--- config.mk ---
export PLATFORM = sky130hd
export DESIGN_NAME = ddu_debug_ctrl
export DESIGN_NICKNAME = d
export VERILOG_FILES = /design/src/rtl/ddu_debug_ctrl.sv
export SDC_FILE = /design/constraint.sdc
export NUM_CORES = 1
export LEC_CHECK = 0
export ABC_AREA = 0
export BUFFER_PORTS_ARGS = -buffer_cell sky130_fd_sc_hd__buf_2
export CORE_MARGIN = 3
export CORE_UTILIZATION = 40
export DETAILED_ROUTE_END_ITERATION = 8
export MAX_ROUTING_LAYER = met4
export PLACE_DENSITY = 0.65
export SYNTH_ARGS = -nofsm -noshare
export SYNTH_HDL_FRONTEND = slang
export SYNTH_SLANG_ARGS = --single-unit
export TNS_END_PERCENT = 100
--- constraint.sdc ---
create_clock -name clk_in -period 4 [get_ports clk_in]
set_clock_uncertainty 0.2 [all_clocks]
set_input_delay 0.6 -clock clk_in [delete_from_list [all_inputs] [get_ports clk_in]]
set_output_delay 0.6 -clock clk_in [all_outputs]
set_load 0.03 [all_outputs]
--- src/rtl/ddu_debug_ctrl.sv ---
// ddu_debug_ctrl: debug display unit between the board I/O and a pipelined CPU.
//
// Gates the CPU clock in three modes:
//   halt        - clk_out held low.
//   single step - exactly one full clk_out period (one rise, one fall).
//   free run    - clk_out toggles every cycle, optionally stopping at a PC breakpoint.
// Debounces the step/inc/dec buttons. Holding inc or dec auto-repeats the pulse.
// inc/dec browse a memory word index or a register index. The word selected by
// the current index goes out for an external 7-segment driver.
//
// Handshake note: there is no valid/ready traffic in this block. Every button
// becomes a single-cycle pulse, and each consumer acts on the clock edge that
// samples that pulse.
//
// Ports (top):
//   clk_in     in   1   board clock, all logic on posedge
//   rst_n      in   1   synchronous reset, active-low
//   cont       in   1   run switch (level)
//   step       in   1   single-step button (raw)
//   mem        in   1   1 = browse memory, 0 = browse registers
//   inc, dec   in   1   address up/down buttons (raw)
//   bp_en      in   1   breakpoint enable
//   bp_addr    in   32  breakpoint PC
//   pc         in   32  CPU PC
//   mem_data   in   32  word at addr, memory space
//   reg_data   in   32  word at addr, register space
//   clk_out    out  1   gated CPU clock (registered)
//   addr       out  32  byte address of the selected memory word, or the register index
//   led        out  16  {pc[9:2], low 8 bits of the selected index}
//   disp_data  out  32  selected data word (combinational)
//   halted     out  1   controller is in HALT
//   bp_hit     out  1   halted by the breakpoint

// Button conditioner: debounce counter plus an optional auto-repeat counter.
//   clk, rst_n  clock and synchronous active-low reset
//   raw         raw button level
//   pulse       one-cycle press pulse, plus repeat pulses when RPT_EN is set
module ddu_debounce #(
  parameter int DB_W   = 20,
  parameter int RPT_W  = 22,
  parameter bit RPT_EN = 1'b1
) (
  input  logic clk,
  input  logic rst_n,
  input  logic raw,
  output logic pulse
);
  // Fire one count below saturation. The counter passes this value exactly
  // once per press, so each press gives exactly one pulse.
  localparam logic [DB_W-1:0] DB_FIRE = {{(DB_W-1){1'b1}}, 1'b0};

  logic [DB_W-1:0]  db_cnt;
  logic [RPT_W-1:0] rpt_cnt;
  logic             sat;

  assign sat = &db_cnt;

  always_ff @(posedge clk) begin
    if (!rst_n) begin
      db_cnt  <= '0;
      rpt_cnt <= '0;
    end else begin
      if (!raw) begin
        db_cnt <= '0;
      end else if (!sat) begin
        db_cnt <= db_cnt + DB_W'(1);
      end
      if (!raw || !sat) begin
        rpt_cnt <= '0;
      end else begin
        rpt_cnt <= rpt_cnt + RPT_W'(1);
      end
    end
  end

  // The repeat pulse marks the cycle just before rpt_cnt wraps to 0.
  assign pulse = (db_cnt == DB_FIRE) || (RPT_EN && sat && (&rpt_cnt));
endmodule

module ddu_debug_ctrl #(
  parameter int DB_W   = 20,
  parameter int RPT_W  = 22,
  parameter int MEM_AW = 8,
  parameter int REG_AW = 5
) (
  input  logic        clk_in,
  input  logic        rst_n,
  input  logic        cont,
  input  logic        step,
  input  logic        mem,
  input  logic        inc,
  input  logic        dec,
  input  logic        bp_en,
  input  logic [31:0] bp_addr,
  input  logic [31:0] pc,
  input  logic [31:0] mem_data,
  input  logic [31:0] reg_data,
  output logic        clk_out,
  output logic [31:0] addr,
  output logic [15:0] led,
  output logic [31:0] disp_data,
  output logic        halted,
  output logic        bp_hit
);
  typedef enum logic [1:0] {
    ST_HALT = 2'd0,
    ST_S_HI = 2'd1,
    ST_S_LO = 2'd2,
    ST_RUN  = 2'd3
  } state_t;

  state_t              state_q, state_d;
  logic                clk_out_d, bp_hit_d;
  logic                cont_q, cont_rise, bp_match;
  logic                step_p, inc_p, dec_p;
  logic [MEM_AW-1:0]   mem_addr;
  logic [REG_AW-1:0]   reg_addr;

  ddu_debounce #(.DB_W(DB_W), .RPT_W(RPT_W), .RPT_EN(1'b0)) u_db_step (
    .clk(clk_in), .rst_n(rst_n), .raw(step), .pulse(step_p)
  );
  ddu_debounce #(.DB_W(DB_W), .RPT_W(RPT_W), .RPT_EN(1'b1)) u_db_inc (
    .clk(clk_in), .rst_n(rst_n), .raw(inc), .pulse(inc_p)
  );
  ddu_debounce #(.DB_W(DB_W), .RPT_W(RPT_W), .RPT_EN(1'b1)) u_db_dec (
    .clk(clk_in), .rst_n(rst_n), .raw(dec), .pulse(dec_p)
  );

  assign cont_rise = cont && !cont_q;
  assign bp_match  = bp_en && (pc == bp_addr);

  always_ff @(posedge clk_in) begin
    if (!rst_n) begin
      state_q <= ST_HALT;
      clk_out <= 1'b0;
      bp_hit  <= 1'b0;
      cont_q  <= 1'b0;
    end else begin
      state_q <= state_d;
      clk_out <= clk_out_d;
      bp_hit  <= bp_hit_d;
      cont_q  <= cont;
    end
  end

  // Leaving HALT always starts a rising edge of clk_out. So when a run resumes
  // from a breakpoint, the instruction at bp_addr is clocked before the
  // breakpoint compare runs again.
  // RUN checks for a stop only while clk_out is low. A halt therefore never
  // cuts a high phase short.
  always_comb begin
    state_d   = state_q;
    clk_out_d = clk_out;
    bp_hit_d  = bp_hit;
    unique case (state_q)
      ST_HALT: begin
        clk_out_d = 1'b0;
        if (step_p) begin
          state_d   = ST_S_HI;
          clk_out_d = 1'b1;
          bp_hit_d  = 1'b0;
        end else if (cont_rise || (cont && !bp_hit)) begin
          state_d   = ST_RUN;
          clk_out_d = 1'b1;
          bp_hit_d  = 1'b0;
        end
      end
      ST_S_HI: begin
        state_d   = ST_S_LO;
        clk_out_d = 1'b0;
      end
      ST_S_LO: begin
        state_d   = ST_HALT;
        clk_out_d = 1'b0;
      end
      ST_RUN: begin
        if (clk_out) begin
          clk_out_d = 1'b0;
        end else if (!cont) begin
          state_d = ST_HALT;
        end else if (bp_match) begin
          state_d  = ST_HALT;
          bp_hit_d = 1'b1;
        end else begin
          clk_out_d = 1'b1;
        end
      end
      default: begin
        state_d   = ST_HALT;
        clk_out_d = 1'b0;
      end
    endcase
  end

  // Only the space selected by mem moves. If inc and dec pulse together, inc wins.
  always_ff @(posedge clk_in) begin
    if (!rst_n) begin
      mem_addr <= '0;
      reg_addr <= '0;
    end else if (inc_p) begin
      if (mem) mem_addr <= mem_addr + MEM_AW'(1);
      else     reg_addr <= reg_addr + REG_AW'(1);
    end else if (dec_p) begin
      if (mem) mem_addr <= mem_addr - MEM_AW'(1);
      else     reg_addr <= reg_addr - REG_AW'(1);
    end
  end

  assign addr      = mem ? 32'({mem_addr, 2'b00}) : 32'(reg_addr);
  assign led       = {pc[9:2], 8'(mem ? 32'(mem_addr) : 32'(reg_addr))};
  assign disp_data = mem ? mem_data : reg_data;
  assign halted    = (state_q == ST_HALT);
endmodule

==> flow_summary.yaml <==
setup_path:
  r2r_start: "u_db_inc.rpt_cnt[0]"
  crit_path_top_delay_cell: "or4b_1"
  critPathTopFamily: "simple AND/OR/NAND/NOR gates"
  path_buf_inv: 1
  timing.rr.end: "mem_addr[7]"
  crit_path_end: "mem_addr[7]"
  worstPathMaxFanout: 9
  rrSetupSlack_ps: 370
  crit_start: "u_db_inc.rpt_cnt[0]"
  r2r_cells: 13
  cp.arrival_ps: 3750
  end_kind: "flip-flop"
  worst-path-stages: 13
  critPathKind: "flip-flop to flip-flop"
  worstPathRequired_ps: 4120
  path_cells: "ha_1 -> nand4_1 -> nor4_4 -> a41o_1 -> and3_1 -> inv_1 -> ha_1 -> and2_1 -> o21ai_0 -> a31oi_1 -> or4b_1 -> and3_1 -> o311ai_1"
  startpoint_type: "flip-flop"
  critPathMaxStageDelay_ps: 470
grt:
  antenna_found_initial: 1
  grt_max_degree: 41
  grt_pass1_vias: 5767
  grt.overflow.total: 0
  grt_use_total: 0.175
  grt_pass1_wl_um: 26400
clocking:
  clkLatencyLatePin_ps: 400
  cts_setup_buffers: 0
  cts.clk_slew.worst_paths_ps: 60
  cts.repair.resized: 0
  cts.path.max_buffers: 2
  cts.sinks: 122
  cts_tree: "built"
  cts_hold_buffers: 0
  root_buffer: "clkbuf_16"
  htreeDepth: 4
  cts_made_buffers: 17
placed_design:
  dp.final_hpwl_um: 12100
  place_congestion: 0.867
  pre_cts_slack_ps: 343
  numPortBuffers: 196
hold_path:
  min_path_type: "input port to flip-flop"
synthesis:
  synth_edf_count: 0
  synth_area_leaders: "dfxtp_1, xor2_1, nor2_1"
  syn_area_um2: 6970
  synth_cells: 824
  synth_cell_types: 55
  seq_area_frac_synth: 0.351
  async_flop_share: 0
  ys_seq_elements: 122
  yosys.area.top_type: "dfxtp_1"
  synth_ff_type: "dfxtp_1"
  synth_warnings: 0
  post-synth-top-area-fraction: 0.351
  synth.avg_cell_area_um2: 8.46
route:
  vias: 6135
  post_drt_wl_per_cell_um: 12.9
  viasPerCell: 4.94
  drcViolationCount: 0
  drt-initial-drc-count: 229
  drt-total-wl_um: 16000
  postRouteAntennaNets: 0
  dr.pass1.iters: 5
timing:
  period_needed_ps: 3630
  setup_viol: 0
  slew_headroom: 0.418
  setup_tns_ps: 0
  period_share: 0.908
  final-hold-violation-count: 0
  fin_ws_ps: 369
  rsz0062_at_grt: "false"
  fmax_mhz: 275
  final-max-slew-violation-count: 0
  worst_pin_slew_ps: 873
floorplanning:
  die_y_um: 138
  die_x_um: 138
  rows: 47
  start_util: 0.414
  io_pins: 219
  dieArea_um2: 19000
  core-area_um2: 16800
power:
  power_density_nw_per_um2: 342
  leakagePower_nw: 3.57
  ir_drop_v: 0.000338
run_status:
  outcome: "finished clean"
layout:
  drive_gt1_frac: 0.267
  nets: 1163
  multi_input_area_um2: 4210
  nFillCells: 1642
  syn2layout_area_growth_pct: 22.6
  n_antenna_cell: 0
  ff_latch_area_um2: 2440
job:
  drv_cap: 0
## through the flow
step | utilization | power, mW | instances | hold slack, ps | area [um^2]
floorplan | - | 1.46 | 845 | 230 | 7050
global placement | 0.476 | 1.55 | 1209 | 248 | 8000
detailed placement | 0.476 | 1.56 | 1209 | 255 | 8000
CTS | 0.508 | 2.96 | 1241 | 238 | 8540
global route | 0.508 | 3.04 | 1241 | 264 | 8540
finish | 0.508 | 2.92 | 1241 | 254 | 8540
## power by group
group          internal [mW]  switching [mW]  total (mW)
combinational          0.117           0.184       0.301
clock                  0.848           0.545        1.39
sequential              1.22         0.00661        1.23
total                   2.19           0.736        2.92
## synthesized netlist by cell type (2+ instances only)
cell / n
o21ai_0: 16
nand2b_1: 15
ha_1: 17
and3_1: 28
a41o_1: 2
a21o_1: 4
inv_1: 16
nand3b_1: 2
dfxtp_1: 122
mux2i_1: 13
o21a_1: 3
fa_1: 2
a21boi_0: 3
mux2_2: 32
and3b_1: 2
nand2_1: 73
nand4_2: 3
and4_1: 10
or2_2: 3
clkbuf_1: 22
nor3_1: 12
a211oi_1: 4
or3_1: 9
and2_1: 11
nor2_1: 116
a21oi_1: 21
xnor2_1: 33
nor3b_1: 2
nor4_1: 12
nand3_1: 45
buf_4: 33
nand4_1: 29
o2111ai_1: 2
xor2_1: 84
a31oi_1: 3
## worst min-delay path by stage
stage / to / slack [ps] / from / depth (start not counted)
3_3_place_gp: u_db_inc.rpt_cnt[0] / 250 / u_db_inc.rpt_cnt[0] / 1
3_5_place_dp: u_db_inc.rpt_cnt[0] / 250 / u_db_inc.rpt_cnt[0] / 1
2_1_floorplan: u_db_inc.rpt_cnt[0] / 230 / u_db_inc.rpt_cnt[0] / 1
6_report: cont_q / 250 / cont / 2
4_1_cts: cont_q / 240 / cont / 2
5_1_grt: cont_q / 260 / cont / 2
## final cells by class
cell class,instances,area share
inverters,16,0.00703
well taps,220,0.0322
clock inverters,12,0.0120
repair buffers,201,0.119
multi-input cells,650,0.492
flip-flops and latches,122,0.286
clock buffers,20,0.0511
## layer usage
metal	track usage	up-vias	share of wire
li1	-	3160	-
met1	0.224	2800	0.47
met2	0.281	159	0.47
met3	0.0370	16	0.046
met4	0.0494	0	0.011
met5	-	-	0
## state kept, by name, indices dropped and copies added, names as in the netlist
name and flops:
u_db_inc.rpt_cnt 22, u_db_dec.rpt_cnt 22, u_db_inc.db_cnt 20, u_db_step.db_cnt 20, u_db_dec.db_cnt 20, mem_addr 8
state_q 2, cont_q 1, reg_addr 5, clk_out 1, bp_hit 1
## placed cells by master, fill, tap and decap left out, types with 13 or more instances in the layout
cell,count
and3_1,28
xor2_1,84
buf_2,196
mux2i_1,13
clkbuf_16,17
ha_1,17
inv_1,16
nand2_1,73
nor2_1,116
nand3_1,45
nand4_1,29
xnor2_1,33
dfxtp_1,122
o21ai_0,16
mux2_2,32
a21oi_1,21
nand2b_1,15
conb_1,22
## cell families after synthesis
group | Yosys count | synth area share
XOR/XNOR | 117 | 0.147
adder cells (fa/ha/maj) | 19 | 0.0363
multiplexers | 45 | 0.0704
other | 1 | 0.000538
flip-flops | 122 | 0.351
AO/OA/AOI/OAI | 66 | 0.0605
AND/OR/NAND/NOR | 381 | 0.277
buffers and inverters | 73 | 0.0573
Power figures use the tool's default switching activity.
